**src/rtl/apb_gpio_subordinate_if.sv**
```systemverilog
// APB bus bundle between the manager slot and the GPIO subordinate.
// Carries no clock/reset; those stay plain ports on the modules.
interface apb_gpio_subordinate_if;
    logic        PSEL;
    logic        PENABLE;
    logic        PWRITE;
    logic [31:0] PADDR;
    logic [31:0] PWDATA;
    logic [31:0] PRDATA;
    logic        PREADY;

    modport master (
        output PSEL, PENABLE, PWRITE, PADDR, PWDATA,
        input  PRDATA, PREADY
    );

    modport slave (
        input  PSEL, PENABLE, PWRITE, PADDR, PWDATA,
        output PRDATA, PREADY
    );
endinterface

```
**src/rtl/apb_gpio_subordinate.sv**
```systemverilog
// APB GPIO register file (CR/ODR/IDR, plus IER/ISR edge interrupt when GPIO_IRQ_EN is defined).
// Latency: one wait state per transfer (SETUP, ACCESS1, ACCESS2); inputs reach IDR after 2 PCLK edges.
// Backpressure: PREADY is low for exactly one access cycle per transfer; back-to-back transfers need no idle.
module apb_gpio_subordinate #(
    parameter int WIDTH = 8
) (
    input  logic                 PCLK,
    input  logic                 PRESET,
    apb_gpio_subordinate_if.slave apb,
    input  logic [WIDTH-1:0]     gpio_in,
    output logic [WIDTH-1:0]     gpio_out,
    output logic [WIDTH-1:0]     gpio_oe,
    output logic                 irq
);

    typedef enum logic {IDLE, ACK} state_t;

    state_t           state_q, state_d;
    logic [WIDTH-1:0] cr_q, odr_q;
    logic [WIDTH-1:0] sync1_q, sync2_q;
    logic [31:0]      prdata_q;
    logic             pready_q;
    logic [31:0]      rd_data;
    logic [2:0]       reg_sel;
    logic [WIDTH-1:0] wdat;
    logic             xfer_start;
    logic             wr_commit;

    assign reg_sel    = apb.PADDR[4:2];
    assign wdat       = apb.PWDATA[WIDTH-1:0];
    assign xfer_start = (state_q == IDLE) && apb.PSEL && apb.PENABLE;
    // Writes land on the edge that leaves ACK, so a reset during ACCESS1 drops them.
    assign wr_commit  = (state_q == ACK) && apb.PSEL && apb.PWRITE;

    logic unused_apb;
    assign unused_apb = ^{apb.PADDR[31:5], apb.PADDR[1:0], apb.PWDATA};

    always_ff @(posedge PCLK or posedge PRESET) begin
        if (PRESET) begin
            state_q <= IDLE;
        end else begin
            state_q <= state_d;
        end
    end

    always_comb begin
        state_d = state_q;
        case (state_q)
            IDLE:    if (apb.PSEL && apb.PENABLE) state_d = ACK;
            ACK:     state_d = IDLE;
            default: state_d = IDLE;
        endcase
    end

    always_ff @(posedge PCLK or posedge PRESET) begin
        if (PRESET) begin
            sync1_q <= '0;
            sync2_q <= '0;
        end else begin
            sync1_q <= gpio_in;
            sync2_q <= sync1_q;
        end
    end

    always_ff @(posedge PCLK or posedge PRESET) begin
        if (PRESET) begin
            cr_q  <= '0;
            odr_q <= '0;
        end else if (wr_commit) begin
            if (reg_sel == 3'd0) cr_q  <= wdat;
            if (reg_sel == 3'd1) odr_q <= wdat;
        end
    end

`ifdef GPIO_IRQ_EN
    logic [WIDTH-1:0] ier_q, isr_q, prev_q, rise;
    logic             irq_q;

    assign rise = sync2_q & ~prev_q;

    always_ff @(posedge PCLK or posedge PRESET) begin
        if (PRESET) begin
            prev_q <= '0;
            ier_q  <= '0;
            isr_q  <= '0;
            irq_q  <= 1'b0;
        end else begin
            prev_q <= sync2_q;
            if (wr_commit && reg_sel == 3'd3) ier_q <= wdat;
            // A new edge on the same bit as a W1C keeps the flag set.
            if (wr_commit && reg_sel == 3'd4)
                isr_q <= (isr_q & ~wdat) | (rise & ier_q);
            else
                isr_q <= isr_q | (rise & ier_q);
            irq_q  <= |isr_q;
        end
    end

    assign irq = irq_q;
`else
    assign irq = 1'b0;
`endif

    always_comb begin
        rd_data = '0;
        case (reg_sel)
            3'd0: rd_data[WIDTH-1:0] = cr_q;
            3'd1: rd_data[WIDTH-1:0] = odr_q;
            3'd2: rd_data[WIDTH-1:0] = sync2_q;
`ifdef GPIO_IRQ_EN
            3'd3: rd_data[WIDTH-1:0] = ier_q;
            3'd4: rd_data[WIDTH-1:0] = isr_q;
`endif
            default: rd_data = '0;
        endcase
    end

    // PRDATA only holds a value during ACK; it is zero in every other cycle.
    always_ff @(posedge PCLK or posedge PRESET) begin
        if (PRESET) begin
            prdata_q <= '0;
            pready_q <= 1'b0;
        end else begin
            prdata_q <= (xfer_start && !apb.PWRITE) ? rd_data : 32'd0;
            pready_q <= (state_d == ACK);
        end
    end

    assign apb.PRDATA = prdata_q;
    assign apb.PREADY = pready_q;
    assign gpio_oe    = cr_q;
    assign gpio_out   = odr_q & cr_q;

endmodule

```
**src/flat_wrapper.sv**
```systemverilog
// flat-port wrapper written by rule: the top's interface ports become plain ports
module apb_gpio_subordinate_flat 
#(
    parameter int WIDTH = 8
)
  (PCLK, PRESET, gpio_in, gpio_out, gpio_oe, irq, apb_PSEL, apb_PENABLE, apb_PWRITE, apb_PADDR, apb_PWDATA, apb_PRDATA, apb_PREADY);
  apb_gpio_subordinate_if apb_i ();
  input  logic PCLK;
  input  logic PRESET;
  input  logic [WIDTH-1:0] gpio_in;
  output logic [WIDTH-1:0] gpio_out;
  output logic [WIDTH-1:0] gpio_oe;
  output logic irq;
  input wire logic [$bits(apb_i.PSEL)-1:0] apb_PSEL;
  input wire logic [$bits(apb_i.PENABLE)-1:0] apb_PENABLE;
  input wire logic [$bits(apb_i.PWRITE)-1:0] apb_PWRITE;
  input wire logic [$bits(apb_i.PADDR)-1:0] apb_PADDR;
  input wire logic [$bits(apb_i.PWDATA)-1:0] apb_PWDATA;
  output wire logic [$bits(apb_i.PRDATA)-1:0] apb_PRDATA;
  output wire logic [$bits(apb_i.PREADY)-1:0] apb_PREADY;
  assign apb_i.PSEL = apb_PSEL;
  assign apb_i.PENABLE = apb_PENABLE;
  assign apb_i.PWRITE = apb_PWRITE;
  assign apb_i.PADDR = apb_PADDR;
  assign apb_i.PWDATA = apb_PWDATA;
  assign apb_PRDATA = apb_i.PRDATA;
  assign apb_PREADY = apb_i.PREADY;
  apb_gpio_subordinate #(.WIDTH(WIDTH)) u_core (.PCLK(PCLK), .PRESET(PRESET), .apb(apb_i), .gpio_in(gpio_in), .gpio_out(gpio_out), .gpio_oe(gpio_oe), .irq(irq));
endmodule
```
**config.mk**
```make
export PLATFORM = sky130hd
export DESIGN_NAME = apb_gpio_subordinate_flat
export DESIGN_NICKNAME = d
export VERILOG_FILES = /design/src/rtl/apb_gpio_subordinate_if.sv /design/src/rtl/apb_gpio_subordinate.sv /design/src/flat_wrapper.sv
export SDC_FILE = /design/constraint.sdc
export NUM_CORES = 1
export LEC_CHECK = 0
export ABC_CLOCK_PERIOD_IN_PS = 1900
export CAP_MARGIN = 5
export CORE_UTILIZATION = 35
export DETAILED_ROUTE_END_ITERATION = 10
export PLACE_DENSITY = 0.81
export SLEW_MARGIN = 20
export SYNTH_ARGS = -nofsm -noshare
export SYNTH_HDL_FRONTEND = slang
export SYNTH_SLANG_ARGS = --single-unit
```
**constraint.sdc**
```tcl
create_clock -name PCLK -period 1.9 [get_ports PCLK]
set_input_delay 0.285 -clock PCLK [delete_from_list [all_inputs] [get_ports PCLK]]
set_output_delay 0.285 -clock PCLK [all_outputs]
set_load 0.02 [all_outputs]
```
==> out/results.txt <==
Outcome -> completed
Post-CTS Resized -> 0
Final slew viol count -> 0
Pwr/cell area -> 873 nW/um2
DR iter-0 viols -> 33
# DRC -> 0
Tot GR Track Use -> 0.130
RSZ-0062 raised after global routing -> no
Final Cycle Share -> 0.915
FF-to-FF setup slack -> 0.43 ns
GR Util met1 -> 0.146
Die W -> 73.4 um
Min Tclk post-route -> 1.74 ns
#FFs+latches synth -> 41
First-pass GRT wire length -> 5.05 mm
GRT met3 Usage -> 0.0453
Worst hold path type -> reg -> reg
Grt total ovfl -> 0
Vias in the first global route -> 1096
I/O pin cnt -> 127
Hold Violations, Final -> 0
Clock Latency Late Sink -> 0.29 ns
Initial antenna violation count -> 0
GRT busiest layer -> met2
Commonest non-fill, non-tap cell in the layout -> clkdlybuf4s50_1
Synth-to-Final Area Change -> 36.0%
RD Place Congestion -> 0.738
Layout Nets -> 269
Fin area -> 2430 um2
Crit path kind -> reg -> out
Critical Path RT -> 1.62 ns
MaxCap Viol Count -> 0
# rows -> 25
CTS Sinks -> 41
CTS tree -> built
Worst stage delay on the critical path -> 0.60 ns
Syn. warnings -> 0
Critical-path cell list -> and2_1 -> clkdlybuf4s50_1
Cts hold-fix bufs -> 0
Share of layout cells above drive strength 1 -> 0.218
Post-CTS Setup Bufs -> 0
Final HPWL DP -> 2.30 mm
Clock Path Buffers -> 2
Total negative slack -> 0 ns
Syn Inst Count -> 135
Detail Route Antenna Nets -> 0
Sequential area share after synthesis -> 0.575
M2 GR Usage -> 0.223
Total core area -> 4820 um2
Vias -> 1102
Placement Cell Area -> 2290 um2
Fill count -> 439
H-tree Lvls -> 2
Drt pass-1 iters -> 2
Largest net degree at the start of global routing -> 42
Critical Path AT -> 1.45 ns
Peak supply drop -> 0.504 mV
Vias per cell -> 4.24
Final setup viols -> 0
Static Leak -> 1.14 nW
Distinct cells, synth -> 20
Die H -> 73.4 um
Fmax -> 0.575 GHz
Post-Syn Area per Cell -> 13.2 um2
Mapped Area -> 1780 um2
Die ar. -> 5390 um2
Crit. End Element -> primary output
Commonest non-fill, non-tap cells in the layout -> clkdlybuf4s50_1, dfrtp_1, conb_1
Clock-pin slew on the worst setup and hold paths -> 0.08 ns
N_diodes -> 0
Crit path launch type -> flop
Post-Route WL -> 3.11 mm
Count of input and output buffers -> 48
Initial core utilization -> 0.370
Total CTS buffers -> 5
Drt wl/cell -> 12.0 um
Worst-path fanout max -> 4
Slowest CP cell -> clkdlybuf4s50_1
CTS root buffer -> clkbuf_8
Final Skew -> 0.00606 ns
==> power by group <==
| part | switching (mW) | internal, mW | total, mW | leakage [nW] |
|---|---|---|---|---|
| Sequential | 0.0421 | 0.931 | 0.973 | 0.526 |
| Clock | 0.304 | 0.529 | 0.833 | 0.0687 |
| Combinational | 0.152 | 0.161 | 0.313 | 0.545 |
==> cells by family (layout without fill, tap and decap cells) <==
kind of cell | count (synthesis) | count (layout) | synth area share
flops | 41 | 41 | 0.575
simple gates | 30 | 30 | 0.112
buf+inv | 30 | 64 | 0.122
mux | 24 | 24 | 0.163
compound gates | 9 | 9 | 0.0267
other cells | 1 | 25 | 0.00210
==> layer usage <==
metal / routed length [um] / vias to the layer above
met5: 0 / -
met4: 34 / 0
met3: 200 / 5
met2: 1640 / 51
met1: 1240 / 539
li1: - / 507
==> flip-flops by register name, summed over array words and instances (netlist names) <==
register           flops
u_core.gpio_oe         8
u_core.sync2_q         8
u_core.state_q         1
u_core.apb.PRDATA      8
u_core.sync1_q         8
u_core.odr_q           8
==> layout make-up <==
| class | instances | area (um2) | share of cell area |
|---|---|---|---|
| flip-flops and latches | 41 | 1030 | 0.423 |
| clock inverters | 3 | 68.8 | 0.0284 |
| multi-input cells | 88 | 631 | 0.260 |
| well taps | 67 | 83.8 | 0.0345 |
| inverters | 1 | 3.75 | 0.00155 |
| repair buffers | 55 | 546 | 0.225 |
| clock buffers | 5 | 68.8 | 0.0284 |
==> cells in the mapped netlist <==
library cell   n  area (um2)
a211oi_1       1        7.51
or2_2          8        50.1
or3_1          1        6.26
nor3b_4        1        18.8
nand4b_4       1        23.8
buf_1          1        3.75
dfrtp_1       41        1030
a21oi_1        8        40.0
mux2i_1        8        80.1
conb_1         1        3.75
nand2_1        9        33.8
buf_6          1        11.3
and3b_2        1        10.0
and2_1         8        50.1
clkbuf_1       1        3.75
mux2_2         8        90.1
nor2b_1        1        6.26
inv_1          1        3.75
buf_4         26         195
mux2_4         8         120
==> worst max-delay path: cells and delay by family, from the launching register on <==
kind	cells	cell delay [ns]
buffers and inverters	1	0.60
AND/OR/NAND/NOR	1	0.16
flip-flops	1	0.39
==> worst paths after layout <==
kind,start,endpoint,cells after the start
hold / removal,u_core.sync1_q[2],u_core.sync2_q[2],0
max in group asynchronous,PRESET,u_core.state_q,3
setup reg to reg,u_core.state_q,u_core.gpio_oe[4],4
min in group asynchronous,PRESET,u_core.sync1_q[4],3
hold reg to reg,u_core.sync1_q[2],u_core.sync2_q[2],0
setup / recovery,u_core.gpio_oe[3],gpio_out[3],2
==> stage by stage <==
| step | worst slack, ns | power [mW] | instances | hold WS, ns | util |
|---|---|---|---|---|---|
| 2_1_floorplan | 0.390 | 1.20 | 159 | 0.316 | - |
| 3_3_place_gp | 0.0306 | 1.30 | 252 | 0.332 | 0.475 |
| 3_5_place_dp | 0.000624 | 1.31 | 252 | 0.335 | 0.475 |
| 4_1_cts | 0.133 | 2.15 | 260 | 0.354 | 0.504 |
| 5_1_grt | 0.0728 | 2.23 | 260 | 0.366 | 0.504 |
| 6_report | 0.162 | 2.12 | 260 | 0.352 | 0.504 |
(Power assumes the default switching activity.)
